### src/rtl/ram_n.sv
// ram_n: parametrised single-port word memory with a hardware clear sweep.
// Reads are combinational and gated by ready; writes happen on the rising
// edge. A two-state sequencer (IDLE/CLEAR) zeroes every word after reset
// (optionally) or when clear is requested. During a sweep, load and clear
// are ignored.
module ram_n #(
    parameter int WIDTH          = 16,
    parameter int DEPTH          = 8,
    parameter bit CLEAR_ON_RESET = 1'b1
) (
    input  logic                       clk,
    input  logic                       reset,
    input  logic [WIDTH-1:0]           in,
    input  logic                       load,
    input  logic [$clog2(DEPTH)-1:0]   address,
    input  logic                       clear,
    output logic [WIDTH-1:0]           out,
    output logic                       ready
);

    localparam int ADDR_W = $clog2(DEPTH);

    // Last word of the sweep; reaching it ends the CLEAR state.
    localparam logic [ADDR_W-1:0] LAST_ADDR = ADDR_W'(DEPTH - 1);

    typedef enum logic {
        S_IDLE  = 1'b0,
        S_CLEAR = 1'b1
    } state_t;

    // With CLEAR_ON_RESET=0 the array keeps whatever it powered up with.
    localparam state_t RESET_STATE = CLEAR_ON_RESET ? S_CLEAR : S_IDLE;

    state_t              r_state;
    state_t              w_state_nxt;
    logic [ADDR_W-1:0]   r_clr_ptr;
    logic [ADDR_W-1:0]   w_clr_ptr_nxt;

    logic                w_ready;
    logic                w_mem_we;
    logic [ADDR_W-1:0]   w_mem_addr;
    logic [WIDTH-1:0]    w_mem_din;

    // The storage array has no reset so it still maps onto RAM.
    logic [WIDTH-1:0]    r_mem [DEPTH];

    // State register: async reset restarts the sequencer from word 0.
    always_ff @(posedge clk or posedge reset) begin
        if (reset) begin
            r_state   <= RESET_STATE;
            r_clr_ptr <= '0;
        end else begin
            r_state   <= w_state_nxt;
            r_clr_ptr <= w_clr_ptr_nxt;
        end
    end

    // Next-state logic: a clear request wins over load in IDLE; a sweep
    // runs to completion and ignores further clear requests.
    always_comb begin
        w_state_nxt   = r_state;
        w_clr_ptr_nxt = r_clr_ptr;
        unique case (r_state)
            S_IDLE: begin
                if (clear) begin
                    w_state_nxt   = S_CLEAR;
                    w_clr_ptr_nxt = '0;
                end
            end
            S_CLEAR: begin
                // The pointer wraps to 0 on the final word, which is harmless
                // because the state leaves CLEAR on that same edge.
                w_clr_ptr_nxt = r_clr_ptr + ADDR_W'(1);
                if (r_clr_ptr == LAST_ADDR) begin
                    w_state_nxt = S_IDLE;
                end
            end
            default: begin
                w_state_nxt   = RESET_STATE;
                w_clr_ptr_nxt = '0;
            end
        endcase
    end

    // Output logic: ready follows the registered state; the write port is
    // steered either to the sweep pointer (writing zero) or to the user.
    always_comb begin
        w_ready    = 1'b0;
        w_mem_we   = 1'b0;
        w_mem_addr = address;
        w_mem_din  = in;
        unique case (r_state)
            S_IDLE: begin
                w_ready  = 1'b1;
                w_mem_we = load & ~clear;
            end
            S_CLEAR: begin
                w_mem_we   = 1'b1;
                w_mem_addr = r_clr_ptr;
                w_mem_din  = '0;
            end
            default: begin
                w_ready  = 1'b0;
                w_mem_we = 1'b0;
            end
        endcase
    end

    // Memory write port.
    always_ff @(posedge clk) begin
        if (w_mem_we) begin
            r_mem[w_mem_addr] <= w_mem_din;
        end
    end

    assign ready = w_ready;

    // Read port: asynchronous read, forced to zero while the array is not
    // usable so stale data never leaks during a sweep.
    assign out = w_ready ? r_mem[address] : '0;

endmodule

### config.mk
export PLATFORM = sky130hd
export DESIGN_NAME = ram_n
export DESIGN_NICKNAME = d
export VERILOG_FILES = /design/src/rtl/ram_n.sv
export SDC_FILE = /design/constraint.sdc
export NUM_CORES = 1
export LEC_CHECK = 0
export ABC_CLOCK_PERIOD_IN_PS = 2850
export CAP_MARGIN = 5
export CORE_AREA = 2 2 112 114
export CTS_CLUSTER_SIZE = 8
export DETAILED_ROUTE_END_ITERATION = 10
export DIE_AREA = 0 0 114 116
export DONT_BUFFER_PORTS = 1
export HOLD_SLACK_MARGIN = 0.1
export PLACE_DENSITY = 0.59
export SYNTH_ARGS = -nofsm -noshare
export SYNTH_HDL_FRONTEND = slang
export SYNTH_SLANG_ARGS = --single-unit
### constraint.sdc
create_clock -name clk -period 2.85 [get_ports clk]
set_input_delay 0.57 -clock clk [delete_from_list [all_inputs] [get_ports clk]]
set_output_delay 0.57 -clock clk [all_outputs]
set_load 0.02 [all_outputs]
======== Word-level counts from Yosys, hierarchy flattened ========
Memory sizes are Yosys's and may differ from the RTL's.
Index checks and enable logic that the tools add are counted.
operators by class
  $add $sub $neg .......................... 1
  eq/ne operators ......................... 2
  muxes and demuxes ....................... 12
  bitwise operators ....................... 3
operators with widths
  operator                                                        count
  16-bit two-way mux                                              2
  3-bit two-way mux                                               2
  3-bit case mux with 2 select lines                              1
  1-bit two-way mux                                               5
  1-bit case mux with 2 select lines                              2
  3-bit by 1-bit adder with 3-bit output (second input constant)  1
  3-bit == test (second input constant)                           1
  2-bit != test (second input constant)                           1
  1-bit inverter                                                  2
  1-bit AND                                                       1
word-level totals
  bits in registers ....................... 4
  memory bits (writable) .................. 128
  memories kept ........................... 1
memories
  memory  words  bits a word  read ports  clocked after Yosys merged registers in  write ports  line  text
  r_mem   8      16           1           0                                        1            45    logic [WIDTH-1:0] r_mem [DEPTH];

======== Longest topological paths before layout ========
Gate-level depths: netlist of run 1.
  word-level depth ........................ 5
  depth in mapped cells ................... 5
  depth with buffers taken out ............ 4

======== Worst setup path before layout of run 1 ========
No wires, ideal clock.
  path kind ............................... input to register
  start ................................... input address[2]
  end ..................................... memory r_mem[2][0], enable pin
  library setup time ...................... 0.388 ns
  arrival ................................. 1.927 ns
  required time ........................... 2.462 ns
  setup slack ............................. 0.534 ns
  stages on the path ...................... 4
  path through ............................ buf_2 buf_2 o32a_1 nor2_1
on the way
  longest elaborated chain between the ends .. 1
ends and longest elaborated chain
  item               line  text
  start, declared    15    input logic [$clog2(DEPTH)-1:0] address,
  3-bit two-way mux  92    unique case (r_state)
  end, declared      45
Every way passes these cells.

======== Worst setup path in the final report of run 1 ========
  start ................................... register r_state
  end ..................................... output out[15]
on the way
  longest elaborated chain between the ends .. 1
ends and longest elaborated chain
  item                    line  text
  start, declared         34    state_t r_state;
  start signal, assigned  53    r_state <= w_state_nxt;
  16-bit two-way mux      120   assign out = w_ready ? r_mem[address] : '0;
  end, declared           17    output logic [WIDTH-1:0] out,
Every way passes these cells.

==> results of run 1 <==
worst reg2reg max path: stages (launching register included):
cell and delay (ns):
sky130_fd_sc_hd__dfstp_2 0.83, sky130_fd_sc_hd__buf_4 0.39, sky130_fd_sc_hd__and3_1 0.22, sky130_fd_sc_hd__a31oi_1 0.05, sky130_fd_sc_hd__nor2_1 0.15, sky130_fd_sc_hd__buf_4 0.31
power by group:
group          switching, mW  internal [mW]  leakage, nW  total [mW]
Clock                  0.784           1.36        0.290        2.15
Combinational          0.815          0.440        0.551        1.26
Sequential             0.167           2.83         1.25        3.00
flip-flops by register name, indices dropped and copies added (netlist names):
register / count
r_clr_ptr: 3
r_mem: 128
r_state: 1
layer usage:
metal,up-vias,GRT usage [%]
met3,15,4.60
met2,81,27.1
met4,0,7.48
met1,1430,23.6
li1,1257,-
met5,-,0
cells in the final DEF (no fill, tap or decap), types with 4 or more instances in the layout:
cell type                   synthesis  layout
sky130_fd_sc_hd__clkbuf_16          0      17
sky130_fd_sc_hd__nor2b_1           33      33
sky130_fd_sc_hd__a211oi_1          16      16
sky130_fd_sc_hd__mux2_2            16      16
sky130_fd_sc_hd__nand2_1            6       6
sky130_fd_sc_hd__mux4_2            16      16
sky130_fd_sc_hd__o22ai_1           15      15
sky130_fd_sc_hd__inv_1              4       4
sky130_fd_sc_hd__buf_4              1      29
sky130_fd_sc_hd__nor3_1            16      16
sky130_fd_sc_hd__nor2_1            10      10
sky130_fd_sc_hd__edfxtp_1         128     128
sky130_fd_sc_hd__clkinv_2           0       6
area by class of cell:
cell class,count,share of cell area [%]
multi-input cells,146,20.0
repair buffers,30,3.67
clock inverters,15,2.66
inverters,4,0.242
clock buffers,17,6.86
flip-flops and latches,132,63.6
well taps,147,2.96
what timing repair did:
action                                  in CTS  in global routing
hold buffers                                 1                  0
gates resized for setup                      0                  0
hold endpoints to repair                     3                  0
endpoints found under the setup margin       0                  0
worst paths after layout:
| check | cells after the start | end | startpoint | slack (ns) |
|---|---|---|---|---|
| min in group asynchronous | 2 | r_clr_ptr[2] | reset | 0.47 |
| max reg2reg | 5 | r_mem[6][12] | r_state | 0.56 |
| max | 3 | out[15] | r_state | 0.32 |
| min | 1 | r_clr_ptr[1] | clear | 0.26 |
| min reg2reg | 1 | r_clr_ptr[0] | r_clr_ptr[0] | 0.56 |
| max in group asynchronous | 2 | r_state | reset | 2.15 |
logic make-up after synthesis:
kind of cell,after synthesis
muxes,32
adders and majority gates,2
AOI/OAI and AO/OA,42
DFF,132
and+or+nand+nor,70
buffers and inverters,23
==> impl_metrics.xml, run 1 <==
<?xml version="1.0" encoding="UTF-8"?>
<metrics>
  <group name="detailed_routing">
    <metric name="routed_wire_length_per_instance" unit="µm">21.9</metric>
    <metric name="drt_pre_antenna_iters" unit="">4</metric>
    <metric name="wl_met2" unit="µm">5260</metric>
    <metric name="dr_wl_met3" unit="µm">478</metric>
    <metric name="wl_met1" unit="µm">4850</metric>
    <metric name="route.vias.total" unit="">2783</metric>
    <metric name="top_layer_in_use" unit="">met4</metric>
    <metric name="totalWireLength" unit="µm">10800</metric>
    <metric name="detail_route.drc_violations" unit="">0</metric>
    <metric name="vias_per_cell" unit="">5.67</metric>
    <metric name="post_detailed_route_count_of_antenna_violating_nets" unit="">0</metric>
    <metric name="detailedRoute.firstIterationViolations" unit="">169</metric>
  </group>
  <group name="die">
    <metric name="fp-row-count" unit="">40</metric>
    <metric name="die_area" unit="µm²">13200</metric>
    <metric name="core_area" unit="µm²">11900</metric>
    <metric name="io_pins" unit="">40</metric>
    <metric name="die_y" unit="µm">116</metric>
    <metric name="floorplan.die.width" unit="µm">114</metric>
    <metric name="start_util" unit="%">44.6</metric>
  </group>
  <group name="cells_and_area">
    <metric name="final_core_utilization" unit="%">52.1</metric>
    <metric name="drive_gt1_share" unit="%">27.6</metric>
    <metric name="num-nets-final" unit="">356</metric>
    <metric name="layout.area.seq" unit="µm²">3950</metric>
    <metric name="fill_cells" unit="">973</metric>
    <metric name="layout.cell_area.non_filler" unit="µm²">6200</metric>
    <metric name="area_taken_by_multi_input_logic_gates" unit="µm²">1240</metric>
    <metric name="layoutNonFillerInstCount" unit="">491</metric>
    <metric name="diodes" unit="">0</metric>
    <metric name="syn2layout_area_growth" unit="%">16.9</metric>
  </group>
  <group name="clocking">
    <metric name="h-tree-depth" unit="">4</metric>
    <metric name="clock_sink_count" unit="">132</metric>
    <metric name="clock_buffer_count_from_cts" unit="">17</metric>
    <metric name="cts.path.max_buffers" unit="">2</metric>
    <metric name="clk_transition_reported_paths" unit="ns">0.05</metric>
    <metric name="tritoncts_clock_tree" unit="">yes</metric>
    <metric name="clock_tree.root_cell" unit="">sky130_fd_sc_hd__clkbuf_16</metric>
    <metric name="post_cts.repair.setup_buffers" unit="">0</metric>
    <metric name="insertion_delay" unit="ns">0.41</metric>
  </group>
  <group name="setup_path">
    <metric name="cp_cell_sequence" unit="">buf_4, nor3_1, buf_4</metric>
    <metric name="crit_type" unit="">register to output pin</metric>
    <metric name="worst-path-buf-inv" unit="">2</metric>
    <metric name="critical_path.startpoint_type" unit="">register</metric>
    <metric name="worst_path_dominant_cell_family" unit="">flip-flops</metric>
    <metric name="type_of_element_capturing_the_critical_path" unit="">output pin</metric>
    <metric name="critical-path-top-cell-by-count" unit="">sky130_fd_sc_hd__buf_4</metric>
    <metric name="path_max_fanout" unit="">25</metric>
    <metric name="timing.critical_path.slowest_stage_cell" unit="">sky130_fd_sc_hd__dfstp_2</metric>
    <metric name="timing.critical_path.required" unit="ns">2.28</metric>
    <metric name="critical_path_arrival" unit="ns">1.96</metric>
    <metric name="cpPeakStageDelay" unit="ns">0.83</metric>
  </group>
  <group name="timing">
    <metric name="grt_setup_unrepaired" unit="">no</metric>
    <metric name="finalCriticalPeriod" unit="ns">2.53</metric>
    <metric name="worst_pin_slew" unit="ns">0.592</metric>
    <metric name="final.setup_skew" unit="ns">0.00445</metric>
    <metric name="timing.hold.ws" unit="ns">0.265</metric>
    <metric name="finalCritPeriodShare" unit="%">88.8</metric>
    <metric name="hold_violations" unit="">0</metric>
    <metric name="setup_tns" unit="ns">0</metric>
    <metric name="final-max-slew-violation-count" unit="">0</metric>
    <metric name="worst_slew_margin_rel" unit="%">60.5</metric>
    <metric name="timing.final.ws_setup" unit="ns">0.319</metric>
    <metric name="fmax" unit="GHz">0.395</metric>
    <metric name="setup_viol_count_final" unit="">0</metric>
  </group>
  <group name="pwr">
    <metric name="power_density" unit="nW/µm²">1030</metric>
    <metric name="power.ir.vdd_worst" unit="mV">0.418</metric>
    <metric name="design_power_total" unit="mW">6.40</metric>
    <metric name="power_leakage" unit="nW">2.09</metric>
  </group>
  <group name="global_routing">
    <metric name="overflow" unit="">0</metric>
    <metric name="number_of_antenna_violations_at_the_first_check_in_global_routing" unit="">0</metric>
    <metric name="grt_first_pass_wirelength" unit="µm">16500</metric>
    <metric name="gr-usage-all-layers" unit="%">17.5</metric>
    <metric name="via_count_of_the_first_global_routing_pass" unit="">2817</metric>
    <metric name="grt_max_degree" unit="">69</metric>
  </group>
  <group name="synth">
    <metric name="post_synthesis_mux_area_share" unit="%">10.2</metric>
    <metric name="combinational_family_with_the_most_area_after_synthesis" unit="">multiplexers</metric>
    <metric name="synth_seq_area_share" unit="%">74.3</metric>
    <metric name="synth_fa_ha_area_share" unit="%">0.471</metric>
    <metric name="synthesis_stage_register_bit_count" unit="">132</metric>
    <metric name="synth_cell_type_count" unit="">29</metric>
    <metric name="synthSimpleGateAreaFrac" unit="%">7.31</metric>
    <metric name="synthArstFlopShare" unit="%">3.03</metric>
    <metric name="synth_area_per_cell" unit="µm²">17.6</metric>
    <metric name="yosysTopAreaCellShare" unit="%">72.4</metric>
    <metric name="number_of_enable_flip_flop_cells_after_synthesis" unit="">128</metric>
    <metric name="synth.top_cells.by_area" unit="">sky130_fd_sc_hd__edfxtp_1 72%, sky130_fd_sc_hd__mux4_2 6.8%, sky130_fd_sc_hd__nor2b_1 3.9%</metric>
    <metric name="ys_top_cells_by_count" unit="">128 x sky130_fd_sc_hd__edfxtp_1, 33 x sky130_fd_sc_hd__nor2b_1</metric>
    <metric name="netlist.top_cell.by_area" unit="">sky130_fd_sc_hd__edfxtp_1</metric>
    <metric name="synth-xor-area-share" unit="%">0</metric>
    <metric name="ys.flop_type" unit="">sky130_fd_sc_hd__edfxtp_1</metric>
    <metric name="yosys_warnings" unit="">0</metric>
    <metric name="syn_nets" unit="">326</metric>
    <metric name="synth_cells" unit="">301</metric>
    <metric name="synth_compound_area_share" unit="%">5.42</metric>
    <metric name="area_of_the_mapped_netlist" unit="µm²">5310</metric>
    <metric name="yosys.cell_count.top_type" unit="">sky130_fd_sc_hd__edfxtp_1</metric>
  </group>
  <group name="run_status">
    <metric name="outcome" unit="">finished, final reports clean</metric>
  </group>
  <group name="hold_path">
    <metric name="holdCritPathClass" unit="">input port to register</metric>
  </group>
  <group name="placement">
    <metric name="dp_worst_setup_slack" unit="ns">0.576</metric>
    <metric name="hpwlAfterDp" unit="µm">6080</metric>
    <metric name="placed_cell_area" unit="µm²">5600</metric>
    <metric name="io_buffer_count" unit="">0</metric>
    <metric name="gpl.final_weighted_congestion" unit="">0.745</metric>
    <metric name="dp_cells" unit="">458</metric>
  </group>
  <group name="flow_run">
    <metric name="maxCapViolCount" unit="">0</metric>
  </group>
</metrics>
No activity file was read; power rests on OpenSTA's default activity.
==> run 2: changes to the inputs <==
--- a/config.mk
+++ b/config.mk
@@ -17,3 +17,4 @@
 export SYNTH_ARGS = -nofsm -noshare
 export SYNTH_HDL_FRONTEND = slang
 export SYNTH_SLANG_ARGS = --single-unit
+export TNS_END_PERCENT = 100
==> results of run 2 <==
No change in the layout: final DEF, timing and power equal those of run 1.
==> run 3: changes to the inputs <==
--- a/config.mk
+++ b/config.mk
@@ -8,7 +8,7 @@
 export ABC_CLOCK_PERIOD_IN_PS = 2850
 export CAP_MARGIN = 5
 export CORE_AREA = 2 2 112 114
-export CTS_CLUSTER_SIZE = 8
+export CTS_CLUSTER_DIAMETER = 30
 export DETAILED_ROUTE_END_ITERATION = 10
 export DIE_AREA = 0 0 114 116
 export DONT_BUFFER_PORTS = 1
==> results of run 3 <==
No change in the layout: final DEF, timing and power equal those of run 1.
